<file path="config.mk">
export PLATFORM = sky130hd
export DESIGN_NAME = dw_reg_array
export DESIGN_NICKNAME = d
export VERILOG_FILES = /design/src/rtl/dw_reg_array_pkg.sv /design/src/rtl/dw_reg_array_line_fifo.sv /design/src/rtl/dw_reg_array.sv
export SDC_FILE = /design/constraint.sdc
export NUM_CORES = 1
export LEC_CHECK = 0
export CAP_MARGIN = 25
export CORE_MARGIN = 2
export CORE_UTILIZATION = 50
export CTS_CLUSTER_SIZE = 40
export DETAILED_ROUTE_END_ITERATION = 10
export DONT_BUFFER_PORTS = 1
export PLACE_DENSITY = 0.62
export SLEW_MARGIN = 10
export SYNTH_ARGS = -nofsm -noshare
export SYNTH_HDL_FRONTEND = slang
export SYNTH_HIERARCHICAL = 1
export SYNTH_SLANG_ARGS = --single-unit
</file>
<file path="constraint.sdc">
create_clock -name clk -period 6 [get_ports clk]
set_input_delay 0.3 -clock clk [delete_from_list [all_inputs] [get_ports clk]]
set_output_delay 0.3 -clock clk [all_outputs]
set_load 0.01 [all_outputs]
</file>
<file path="src/rtl/dw_reg_array_pkg.sv">
// dw_reg_array_pkg: command encodings and defaults shared by the register array and buffer interface
package dw_reg_array_pkg;
  typedef enum logic [1:0] {CMD_IB = 2'b00, CMD_SF = 2'b01, CMD_IF = 2'b10, CMD_NE = 2'b11} cmd_e;
  localparam int DW_DEF = 8;
endpackage

</file>
<file path="src/rtl/dw_reg_array_line_fifo.sv">
// line_fifo: first-word-fall-through line buffer with occupancy count
module line_fifo
  import dw_reg_array_pkg::*;
#(
  parameter int DW = DW_DEF,
  parameter int FDEPTH = 8
) (
  input  logic                      clk,
  input  logic                      rst,
  input  logic                      push,
  input  logic                      pop,
  input  logic [DW-1:0]             din,
  output logic [DW-1:0]             dout,
  output logic                      full,
  output logic                      empty,
  output logic [$clog2(FDEPTH):0]   count
);
  localparam int AW = FDEPTH > 1 ? $clog2(FDEPTH) : 1;
  localparam int CW = $clog2(FDEPTH) + 1;
  logic [DW-1:0] r_mem [FDEPTH];
  logic [AW-1:0] r_wp, r_rp;
  logic [CW-1:0] r_cnt;
  logic w_pop, w_push;
  function automatic logic [AW-1:0] nxt(input logic [AW-1:0] p);
    return p == AW'(FDEPTH - 1) ? '0 : p + 1'b1;
  endfunction
  assign full = r_cnt == CW'(FDEPTH);
  assign empty = r_cnt == '0;
  assign count = r_cnt;
  assign dout = r_mem[r_rp];
  assign w_pop = pop & ~empty;
  // a full FIFO still accepts a push when the same cycle frees a slot
  assign w_push = push & (~full | w_pop);
  always_ff @(posedge clk)
    if (rst) begin
      r_wp <= '0;
      r_rp <= '0;
      r_cnt <= '0;
    end else begin
      if (w_push) r_mem[r_wp] <= din;
      if (w_push) r_wp <= nxt(r_wp);
      if (w_pop) r_rp <= nxt(r_rp);
      r_cnt <= r_cnt + CW'(w_push) - CW'(w_pop);
    end
endmodule

</file>
<file path="src/rtl/dw_reg_array.sv">
// dw_reg_array: per-row window shift registers fed from the input buffer or line FIFOs
module dw_reg_array
  import dw_reg_array_pkg::*;
#(
  parameter int POY = 3,
  parameter int KSIZE = 3,
  parameter int DW = DW_DEF,
  parameter int FDEPTH = 8
) (
  input  logic          clk,
  input  logic          rst,
  input  logic [1:0]    reg_array_cmd [POY],
  input  logic [DW-1:0] buf_pix [POY],
  input  logic          fifo_read,
  input  logic          dwpe_ena,
  output logic [DW-1:0] win [POY][KSIZE],
  output logic          win_vld,
  output logic          fifo_ovf,
  output logic          fifo_udf
);
  localparam int CW = $clog2(FDEPTH) + 1;
  logic [DW-1:0] r_sr [POY][KSIZE];
  logic [DW-1:0] r_stage [POY-1];
  logic [DW-1:0] w_in [POY];
  logic [DW-1:0] w_dout [POY-1];
  logic [CW-1:0] w_count [POY-1];
  logic [POY-2:0] w_push, w_full, w_empty, w_ovf, w_udf;
  logic r_vld, r_ovf, r_udf;
  for (genvar j = 0; j < POY - 1; j++) begin : g_fifo
    assign w_push[j] = reg_array_cmd[j+1] == CMD_IB;
    assign w_ovf[j] = w_push[j] & w_full[j] & ~fifo_read;
    assign w_udf[j] = fifo_read & (w_count[j] == '0);
    line_fifo #(.DW(DW), .FDEPTH(FDEPTH)) u_fifo (
      .clk(clk), .rst(rst), .push(w_push[j]), .pop(fifo_read), .din(buf_pix[j+1]),
      .dout(w_dout[j]), .full(w_full[j]), .empty(w_empty[j]), .count(w_count[j])
    );
  end
  for (genvar i = 0; i < POY; i++) begin : g_row
    // the bottom row has no FIFO below it, so IF still takes the buffer pixel
    if (i < POY - 1) begin : g_mid
      assign w_in[i] = reg_array_cmd[i] == CMD_IF ? r_stage[i] : buf_pix[i];
    end else begin : g_last
      assign w_in[i] = buf_pix[i];
    end
    for (genvar k = 0; k < KSIZE; k++) begin : g_win
      assign win[i][k] = r_sr[i][k];
    end
  end
  assign win_vld = r_vld;
  assign fifo_ovf = r_ovf;
  assign fifo_udf = r_udf;
  always_ff @(posedge clk)
    if (rst) begin
      for (int i = 0; i < POY; i++)
        for (int k = 0; k < KSIZE; k++) r_sr[i][k] <= '0;
      for (int j = 0; j < POY - 1; j++) r_stage[j] <= '0;
      r_vld <= 1'b0;
      r_ovf <= 1'b0;
      r_udf <= 1'b0;
    end else begin
      for (int i = 0; i < POY; i++)
        if (reg_array_cmd[i] != CMD_NE) begin
          for (int k = 0; k < KSIZE - 1; k++) r_sr[i][k] <= r_sr[i][k+1];
          r_sr[i][KSIZE-1] <= w_in[i];
        end
      for (int j = 0; j < POY - 1; j++)
        if (fifo_read && !w_empty[j]) r_stage[j] <= w_dout[j];
      r_vld <= dwpe_ena;
      r_ovf <= r_ovf | (|w_ovf);
      r_udf <= r_udf | (|w_udf);
    end
endmodule

</file>
==> results.py <==
metrics = {
    "synth": {
        "synth.area.top_cells": "edfxtp_1, mux4_1, dfxtp_1",
        "syn-cell-area_um2": 10100,
        "syn_avg_cell_area_um2": 16.3,
        "yosysSeqAreaShare": 0.698,
        "synth_top_area_cell": "edfxtp_1",
        "synthArstFlopShare": 0,
        "syn_inst": 620,
        "syn_nets": 676,
        "synth_top_area_share": 0.641,
        "yosys_warnings": 6,
        "synth_ff_type": "edfxtp_1",
        "synth-seq-cells": 245,
        "synth.distinct_cells": 42,
        "synth_edf_count": 216,
    },
    "sta": {
        "slew_viol_final": 0,
        "fin_crit_sh": 0.438,
        "tns_ps": 0,
        "layout_setup_ws_ps": 3370,
        "hold_viol": 0,
        "rsz0062_at_grt": "false",
        "post-route-min-period_ps": 2630,
        "max_freq_ghz": 0.380,
        "max_slew_margin": 0.337,
        "tightestPinTransition_ps": 993,
        "fin_worst_skew_ps": 13.3,
        "setup_viol": 0,
    },
    "placed_design": {
        "portBuffers": 0,
        "pre_cts_ws_ps": 3390,
        "place_congestion": 0.774,
        "hpwl_mm": 11.7,
    },
    "detailed_routing": {
        "drc": 0,
        "drt_first_pass_iters": 4,
        "vias_per_cell": 5.50,
        "drtIter0Drc": 303,
        "vias": 5167,
        "ant_nets": 0,
        "wl_per_cell_um": 19.7,
        "wl_mm": 18.5,
    },
    "clocking": {
        "post-cts-setup-buffers": 0,
        "h-tree-depth": 1,
        "worst_skew_pair.late_latency_ps": 520,
        "clkSlewWorstSetupHoldPaths_ps": 60,
        "cts-root-buf": "clkbuf_16",
        "cts.path.max_buffers": 3,
        "clock_sinks": 245,
        "tritoncts": "yes",
        "cts-buffers-inserted": 25,
    },
    "finish": {
        "final_nets": 705,
        "multi_input_area_um2": 2790,
        "fill_cells": 1569,
        "area_delta_synth_final_pct": 12.5,
        "seqCellArea_um2": 7070,
        "final_layout_size_suffix_gt1_frac": 0.117,
    },
    "critical_path": {
        "r2r_slack_ps": 3370,
        "worst_r2r_endpoint": "g_fifo[1].u_fifo/count[2]",
        "rr_worst_depth": 12,
        "worstPathArrival_ps": 3040,
        "critPathMaxStageDelay_ps": 480,
        "cp_max_fo": 7,
        "cp_cell_sequence": "inv_1 > ha_1 > or3b_2 > inv_1 > nor2_1 > ha_1 > inv_1 > ha_1 > inv_1 > fa_1 > xor2_1 > nor2_1",
        "cp_common_cell": "inv_1",
        "r2r_start": "g_fifo[1].u_fifo/count[2]",
        "cpMaxStageDelayCell": "or3b_2",
        "critPathRequiredTime_ps": 6410,
        "worst-setup-path-type": "register to register",
        "startpoint_type": "register",
        "cp-end-kind": "register",
    },
    "worst_hold_path": {
        "hold_path_class": "input port to register",
        "whs_endpoint": "g_fifo[0].u_fifo/count[3]",
        "worstHoldStart": "rst",
        "whs_path_depth": 2,
    },
    "floorplanning": {
        "dieWidth_um": 146,
        "die_h_um": 146,
        "start_util": 0.505,
        "io_pins": 109,
        "rows": 52,
        "dieArea_um2": 21400,
        "coreArea_um2": 20000,
    },
    "job": {
        "cap_viol_max_count": 0,
    },
    "power_and_ir_drop": {
        "leakage_uw": 0.00404,
        "peakVddDrop_mv": 0.185,
        "power_density_nw_per_um2": 364,
    },
    "grt": {
        "track_usage": 0.174,
        "antenna_found_initial": 0,
        "grt_pass1_wl_mm": 28.7,
        "grt_overflow": 0,
        "grt_max_degree": 40,
        "grt_pass1_vias": 5077,
    },
    "run_status": {
        "status": "finished, final reports clean",
    },
}
-- per-layer routing --
metal | track usage | vias to the layer above | share of wire
li1 | - | 2420 | -
met1 | 0.244 | 2571 | 0.44
met2 | 0.275 | 157 | 0.47
met3 | 0.0456 | 19 | 0.079
met4 | 0.0422 | 0 | 0.013
met5 | 0 | - | 0
-- critical path: cells and delay by family, from the launching register on --
family,cells,cell delay (ps)
flops,1,320
buf+inv,4,410
fa+ha+maj,4,1010
simple gates,3,600
xor+xnor,1,150
-- synth_stat cells (3+ instances only) --
cell type and instances:
a21oi_1 29, ha_1 20, nor4_1 4, nand2b_1 4
dfxtp_1 29, nor4b_1 3, buf_6 6, edfxtp_1 216
o21ai_0 9, or4_1 6, a21oi_4 3, inv_1 28
nand2_1 6, nor3_1 6, mux2_2 16, nor2b_1 26
nor3b_1 4, and2_1 72, mux4_1 28, buf_2 6
mux4_2 4, nand3b_1 3, clkbuf_1 12, nor2_1 35
nand3_1 14
-- worst max-delay path by stage --
stage                                          from                   endpoint  slack [ps]  depth (start not counted)
after global placement    g_fifo[1].u_fifo/count[2]  g_fifo[1].u_fifo/count[2]        3460                         12
after CTS                 g_fifo[1].u_fifo/count[2]  g_fifo[1].u_fifo/count[2]        3370                         12
after detailed placement  g_fifo[1].u_fifo/count[2]  g_fifo[1].u_fifo/count[2]        3390                         12
after floorplan           g_fifo[1].u_fifo/count[2]  g_fifo[1].u_fifo/count[2]        3560                         12
final                     g_fifo[1].u_fifo/count[2]  g_fifo[1].u_fifo/count[2]        3370                         12
after global routing      g_fifo[1].u_fifo/count[2]  g_fifo[1].u_fifo/count[2]        3210                         12
-- repair_timing --
action,4_1_cts,5_1_grt
resized for setup,0,0
endpoints found under the hold margin,176,0
hold buffers,19,0
-- registers in the layout, indices dropped and copies added, names as in the netlist, named ones only --
name / flops
r_stage: 16
g_fifo.u_fifo/r_wp: 6
g_fifo.u_fifo/r_rp: 6
r_sr: 72
g_fifo.u_fifo/r_mem: 128
g_fifo.u_fifo/count: 8
fifo_udf: 1
fifo_ovf: 1
win_vld: 1
-- kinds of logic (layout without fill, tap and decap cells) --
logic type / Yosys count / in the layout / synth area share
compound gates: 55 / 55 / 0.0358
xor+xnor: 2 / 2 / 0.00173
fa+ha+maj: 22 / 22 / 0.0287
buf+inv: 56 / 104 / 0.0262
flops: 245 / 245 / 0.698
mux: 48 / 48 / 0.0994
other cells: 0 / 1 / 0
simple gates: 192 / 192 / 0.110
-- layout by cell type (no fill, tap or decap), types with 6 or more instances in the layout --
| cell type | instances |
|---|---|
| edfxtp_1 | 216 |
| and2_1 | 72 |
| nor2_1 | 35 |
| a21oi_1 | 29 |
| dfxtp_1 | 29 |
| inv_1 | 28 |
| mux4_1 | 28 |
| nor2b_1 | 26 |
| clkbuf_16 | 25 |
| ha_1 | 20 |
| dlygate4sd3_1 | 18 |
| mux2_2 | 16 |
| nand3_1 | 14 |
| o21ai_0 | 9 |
| buf_4 | 8 |
| nand2_1 | 6 |
| nor3_1 | 6 |
| or4_1 | 6 |
-- report_power, final --
part	internal, uW	leakage, uW	switching (uW)	total [uW]
logic	274	0.00126	268	542
registers	2000	0.00239	138	2140
clock network	850	0.000387	613	1460
-- cell type report --
class                      instances  area share
sequential                       245       0.620
multi-input combinational        319       0.245
clock buffer                      33      0.0602
tap                              270      0.0297
timing repair buffer              30      0.0265
inverter                          28     0.00923
clock inverter                    13     0.00879
antenna                            1    0.000220
-- stage by stage --
step	cells	total power (uW)	hold WS, ps	util	cell area [um2]
after CTS	936	4190	7.85	0.567	11400
after global routing	938	4340	24.2	0.568	11400
after global placement	870	2670	373	0.517	10400
after floorplan	620	2590	399	-	10100
after detailed placement	871	2690	377	0.518	10400
final	939	4140	22.8	0.568	11400
Power figures use the tool's default switching activity.
